==> config.mk <==
export PLATFORM = sky130hd
export DESIGN_NAME = stage_queue_flat
export DESIGN_NICKNAME = d
export VERILOG_FILES = /design/src/rtl/stage_queue_pkg.sv /design/src/rtl/stage_queue_if.sv /design/src/rtl/stage_queue_lane_prefix_cnt.sv /design/src/rtl/stage_queue.sv /design/src/flat_wrapper.sv
export SDC_FILE = /design/constraint.sdc
export NUM_CORES = 1
export LEC_CHECK = 0
export ABC_AREA = 0
export BUFFER_PORTS_ARGS = -buffer_cell sky130_fd_sc_hd__buf_2
export CAP_MARGIN = 20
export CELL_PAD_IN_SITES_DETAIL_PLACEMENT = 0
export CELL_PAD_IN_SITES_GLOBAL_PLACEMENT = 1
export CORE_ASPECT_RATIO = 0.9
export CORE_UTILIZATION = 44
export CTS_BUF_LIST = sky130_fd_sc_hd__clkbuf_8
export DETAILED_ROUTE_END_ITERATION = 6
export PLACE_DENSITY = 0.68
export SLEW_MARGIN = 5
export SYNTH_ARGS = -nofsm -noshare
export SYNTH_HDL_FRONTEND = slang
export SYNTH_SLANG_ARGS = --single-unit
==> constraint.sdc <==
create_clock -name clk -period 12.57 [get_ports clk]
set_input_delay 2.514 -clock clk [delete_from_list [all_inputs] [get_ports clk]]
set_output_delay 2.514 -clock clk [all_outputs]
set_load 0.05 [all_outputs]
==> src/rtl/stage_queue_pkg.sv <==
// rtl/stage_queue_pkg.sv - shared pipeline lane-count types and constants
package stage_queue_pkg;

    // Widest pipeline boundary supported by the fetch/decode/issue queues.
    localparam int MAX_WAYS   = 4;
    localparam int LANE_CNT_W = $clog2(MAX_WAYS + 1);
    localparam int LANE_IDX_W = $clog2(MAX_WAYS);

    typedef logic [LANE_CNT_W-1:0] lane_cnt_t;
    typedef logic [LANE_IDX_W-1:0] lane_idx_t;

endpackage

==> src/rtl/stage_queue_if.sv <==
// rtl/stage_queue_if.sv - multi-lane push/pop handshake bundle for stage_queue
interface stage_queue_if #(
    parameter int WIDTH = 64,
    parameter int DEPTH = 8,
    parameter int WAYS  = 2
);
    logic [WAYS-1:0]              in_valid;
    logic [WAYS*WIDTH-1:0]        in_data;
    logic                         in_ready;
    logic [WAYS-1:0]              out_valid;
    logic [WAYS*WIDTH-1:0]        out_data;
    logic [WAYS-1:0]              out_ready;
    logic [$clog2(DEPTH+1)-1:0]   count;

    // Producer/consumer side.
    modport master (
        output in_valid, in_data, out_ready,
        input  in_ready, out_valid, out_data, count
    );

    // Queue side.
    modport slave (
        input  in_valid, in_data, out_ready,
        output in_ready, out_valid, out_data, count
    );
endinterface

==> src/rtl/stage_queue_lane_prefix_cnt.sv <==
// rtl/stage_queue_lane_prefix_cnt.sv - length of the contiguous run of set bits from lane 0
module lane_prefix_cnt
    import stage_queue_pkg::*;
#(
    parameter int WAYS = 2
) (
    input  logic [WAYS-1:0] i_mask,
    output lane_cnt_t       o_cnt
);

    logic w_run;

    // Count lanes until the first clear bit; anything above it is ignored.
    always_comb begin
        o_cnt = '0;
        w_run = 1'b1;
        for (int i = 0; i < WAYS; i++) begin
            if (w_run && i_mask[i]) begin
                o_cnt = o_cnt + lane_cnt_t'(1);
            end else begin
                w_run = 1'b0;
            end
        end
    end

endmodule

==> src/rtl/stage_queue.sv <==
// rtl/stage_queue.sv - multi-way in-order queue between pipeline stages
module stage_queue
    import stage_queue_pkg::*;
#(
    parameter int WIDTH = 64,
    parameter int DEPTH = 8,
    parameter int WAYS  = 2
) (
    input  logic          clk,
    input  logic          reset_,
    input  logic          flush,
    stage_queue_if.slave  q
);

    localparam int PTR_W = $clog2(DEPTH);
    localparam int CNT_W = $clog2(DEPTH + 1);

    logic [PTR_W-1:0]       r_rd_ptr;
    logic [PTR_W-1:0]       r_wr_ptr;
    logic [CNT_W-1:0]       r_count;
    logic [WIDTH-1:0]       r_mem [DEPTH];

    logic                   w_in_ready;
    logic                   w_discard;
    logic [WAYS-1:0]        w_out_valid;
    logic [WAYS-1:0]        w_pop_mask;
    logic [WAYS*WIDTH-1:0]  w_out_data;
    lane_cnt_t              w_push_req;
    lane_cnt_t              w_push_cnt;
    lane_cnt_t              w_pop_cnt;

    // Room for a whole group is judged from registered occupancy only.
    assign w_in_ready = (r_count <= CNT_W'(DEPTH - WAYS));
    assign w_discard  = reset_ | flush;

    // Present the oldest entries lane by lane straight from storage.
    always_comb begin
        w_out_valid = '0;
        w_out_data  = '0;
        for (int i = 0; i < WAYS; i++) begin
            w_out_valid[i]               = (r_count > CNT_W'(i));
            w_out_data[i*WIDTH +: WIDTH] = r_mem[r_rd_ptr + PTR_W'(i)];
        end
    end

    assign w_pop_mask = w_out_valid & q.out_ready;

    lane_prefix_cnt #(.WAYS(WAYS)) u_push_cnt (
        .i_mask (q.in_valid),
        .o_cnt  (w_push_req)
    );

    lane_prefix_cnt #(.WAYS(WAYS)) u_pop_cnt (
        .i_mask (w_pop_mask),
        .o_cnt  (w_pop_cnt)
    );

    assign w_push_cnt = w_in_ready ? w_push_req : '0;

    // Pointer and occupancy update; reset and flush both empty the queue.
    always_ff @(posedge clk) begin
        if (w_discard) begin
            r_rd_ptr <= '0;
            r_wr_ptr <= '0;
            r_count  <= '0;
        end else begin
            r_wr_ptr <= r_wr_ptr + PTR_W'(w_push_cnt);
            r_rd_ptr <= r_rd_ptr + PTR_W'(w_pop_cnt);
            r_count  <= r_count + CNT_W'(w_push_cnt) - CNT_W'(w_pop_cnt);
        end
    end

    // Write accepted lanes at consecutive slots; contents are never cleared.
    always_ff @(posedge clk) begin
        if (!w_discard) begin
            for (int i = 0; i < WAYS; i++) begin
                if (i < int'(w_push_cnt)) begin
                    r_mem[r_wr_ptr + PTR_W'(i)] <= q.in_data[i*WIDTH +: WIDTH];
                end
            end
        end
    end

    assign q.in_ready  = w_in_ready;
    assign q.out_valid = w_out_valid;
    assign q.out_data  = w_out_data;
    assign q.count     = r_count;

endmodule

==> src/flat_wrapper.sv <==
// flat-port wrapper written by rule: the top's interface ports become plain ports
module stage_queue_flat import stage_queue_pkg::*;
#(
    parameter int WIDTH = 64,
    parameter int DEPTH = 8,
    parameter int WAYS  = 2
)
  (clk, reset_, flush, q_in_valid, q_in_data, q_out_ready, q_in_ready, q_out_valid, q_out_data, q_count);
  stage_queue_if #(.WIDTH(WIDTH), .DEPTH(DEPTH), .WAYS(WAYS)) q_i ();
  input  logic clk;
  input  logic reset_;
  input  logic flush;
  input wire logic [$bits(q_i.in_valid)-1:0] q_in_valid;
  input wire logic [$bits(q_i.in_data)-1:0] q_in_data;
  input wire logic [$bits(q_i.out_ready)-1:0] q_out_ready;
  output wire logic [$bits(q_i.in_ready)-1:0] q_in_ready;
  output wire logic [$bits(q_i.out_valid)-1:0] q_out_valid;
  output wire logic [$bits(q_i.out_data)-1:0] q_out_data;
  output wire logic [$bits(q_i.count)-1:0] q_count;
  assign q_i.in_valid = q_in_valid;
  assign q_i.in_data = q_in_data;
  assign q_i.out_ready = q_out_ready;
  assign q_in_ready = q_i.in_ready;
  assign q_out_valid = q_i.out_valid;
  assign q_out_data = q_i.out_data;
  assign q_count = q_i.count;
  stage_queue #(.WIDTH(WIDTH), .DEPTH(DEPTH), .WAYS(WAYS)) u_core (.clk(clk), .reset_(reset_), .flush(flush), .q(q_i));
endmodule
==> results.cfg <==
[hold_path]
min_to = u_core.r_wr_ptr[2]$_SDFF_PP0_
worstHoldStart = u_core.r_wr_ptr[2]$_SDFF_PP0_
hp-class = flip-flop to flip-flop
hold_path_depth = 2

[synth]
yosysUniqueCellTypes = 34
synth_cells = 1647
netlist_top_cells_area = edfxtp_1, mux2_2, mux4_2
ys_seq_area_share_pct = 51.8
syn_nets = 1796
netlist_area_um2 = 30000
synth_seq_cells = 522
ys_warn_count = 0
syn_area_per_cell_um2 = 18.2
yosys.area.top_type = edfxtp_1
synth_top_area_share_pct = 51.2

[clock_network]
cts_tree = done
clock-root-buffer = clkbuf_8
cts_buffers = 94
clk_path_buf_depth = 3
cts_sinks = 522
postCtsSetupRepairBufs = 0
insertion_delay_ns = 0.69
h-tree-depth = 3
ctsHoldBuffers = 0
post_cts_resized = 0
path_clk_slew_ns = 0.06

[placed_design]
gp_congestion = 0.784
port_buffers = 269
place.detailed.hpwl_um = 46400
dp_cells = 2698

[timing]
final-max-slew-violation-count = 0
slew_headroom_pct = 23.2
finalCritPeriodShare_pct = 54.6
whs_ns = 0.700
rsz0062_at_grt = false
tns_ns = 0
fin_skew_ns = 0.0294
max_freq_ghz = 0.146
hold_violations = 0
tightest_slew_ns = 1.15
period_minus_slack_ns = 6.87
setup_violations = 0

[global_route]
grt_pass1_vias = 18600
grt_usage_pct = 24.5
antenna_found_initial = 16
gr-total-overflow = 0
grt_max_degree = 154
grt_pass1_wl_um = 125000

[drt]
routedWlPerCell_um = 29.6
via_count = 17400
routed_wl_um = 85100
ant_nets = 0
wl_met1_um = 34700
first_iter_violations = 1364
dr.pass1.iters = 5
dr.max_layer_used = met5
met2_length_um = 43400
met3_length_um = 5220
drc = 0
vias_per_cell = 6.06

[power]
p_per_area_nw_per_um2 = 144
irDropWorstVdd_v = 0.0000778
p_leak_nw = 11.0

[die]
dieArea_um2 = 69300
ios = 270
rows = 90
die_y_um = 250
die_width_um = 277
fp.coreArea_um2 = 67200
initial_utilization_pct = 44.7

[final_layout]
n_fill_cell = 5588
instances_no_fill = 2873
syn2layout_area_growth_pct = 13.0
final_common_cell = mux2_2
drive_above_1_share_pct = 65.9
final_cell_mix = mux2_2, edfxtp_1, buf_2, mux4_2, clkbuf_8
nets = 2070

[worst_setup_path]
crit_path_start_kind = flip-flop
slowest_stage = dfxtp_4
crit_start = u_core.r_rd_ptr[0]$_SDFF_PP0_
rr_worst_depth = 8
crit_type = flip-flop to output port
path_max_fanout = 96
r2r_setup_slack_ns = 8.09
r2r-end = u_core.r_mem[6][11]$_DFFE_PP_
cpPeakStageDelay_ns = 0.93
crit_chain = ha_4, buf_12, mux4_2, mux2_2, buf_2
required_ns = 10.06
endpoint_kind = output port
arrival_ns = 4.35
rr_startpoint = u_core.q.count[3]$_SDFF_PP0_

[run]
drv_cap = 0

[run_status]
status = finished, final reports clean
[cell type report]
cell class              count  area (µm²)  share of cell area, %
clock inverters            70         424                   1.25
diodes                      5        12.5                 0.0369
flip-flops and latches    522       15600                   45.9
clock buffers              99        1360                   4.01
repair buffers            299        1610                   4.74
inverters                  18        67.6                  0.199
multi-input cells         986       13800                   40.6
well taps                 874        1090                   3.22
[sequential cells by signal, summed over array words and instances (netlist names)]
name	flops
u_core.q.count	4
u_core.r_mem	512
u_core.r_rd_ptr	3
u_core.r_wr_ptr	3
[where the power goes]
part / leakage (nW) / total, mW / internal (mW) / switching (mW)
registers: 4.70 / 1.98 / 1.94 / 0.0327
clock network: 1.02 / 1.56 / 0.829 / 0.734
logic: 5.30 / 1.35 / 0.548 / 0.806
[cell usage after synthesis]
| library cell | instances |
|---|---|
| mux2_2 | 614 |
| edfxtp_1 | 512 |
| mux4_2 | 256 |
| buf_2 | 38 |
| clkbuf_1 | 28 |
| mux2_1 | 26 |
| buf_6 | 24 |
| buf_1 | 18 |
| inv_1 | 18 |
| nor2_1 | 16 |
| buf_4 | 13 |
| dfxtp_1 | 10 |
| ha_1 | 10 |
| nand2_1 | 9 |
| nor3_1 | 7 |
| a21oi_1 | 5 |
| a31oi_1 | 5 |
| and2_1 | 4 |
| fa_1 | 4 |
| nand3_2 | 4 |
| nor2_4 | 4 |
| xor2_1 | 4 |
| and3_1 | 3 |
| nand3_1 | 3 |
| xnor2_1 | 3 |
| a2111o_1 | 1 |
| a2111oi_4 | 1 |
| a21o_1 | 1 |
| and3_4 | 1 |
| and4bb_2 | 1 |
| nand2b_1 | 1 |
| nor4b_2 | 1 |
| or2_2 | 1 |
| or3_1 | 1 |
[how the worst max path moves through the flow]
stage,depth (start not counted),slack [ns],endpoint
finish,5,5.70,q_out_data[66]
global route,5,5.33,q_out_data[66]
CTS,5,5.51,q_out_data[66]
detailed placement,5,6.27,q_out_data[66]
global placement,5,6.29,q_out_data[66]
floorplan,3,5.94,u_core.r_mem[6][0]$_DFFE_PP_
[critical path: cells and delay by family (launching register included)]
family                   cells  cell delay (ns)
adder cells (fa/ha/maj)      1             0.76
flip-flops                   1             0.93
multiplexers                 2             0.93
buffers and inverters        2             0.92
[through the flow]
stage	instance area (µm²)	total power [mW]	utilization, %	setup WS [ns]
3_5_place_dp	32100	3.38	47.8	6.27
6_report	34000	4.89	50.5	5.70
5_1_grt	33900	5.08	50.5	5.33
4_1_cts	33900	4.94	50.5	5.51
2_1_floorplan	30000	3.06	-	5.94
3_3_place_gp	32100	3.37	47.8	6.29
[kinds of logic (layout without fill, tap and decap cells)]
logic type	after synthesis	count (layout)	synth area share [%]
fa+ha+maj	14	14	0.683
buf+inv	139	486	2.66
mux	896	896	43.2
flops	522	522	51.8
simple gates	56	56	1.10
other cells	0	5	0
xor+xnor	7	7	0.204
compound gates	13	13	0.341
[metal layers]
layer  global-route usage (%)  vias to the layer above
li1                         -                     7480
met1                     31.5                     9223
met2                     42.5                      534
met3                     5.06                      140
met4                     5.75                       22
met5                        0                        -
No activity file was read; power rests on OpenSTA's default activity.
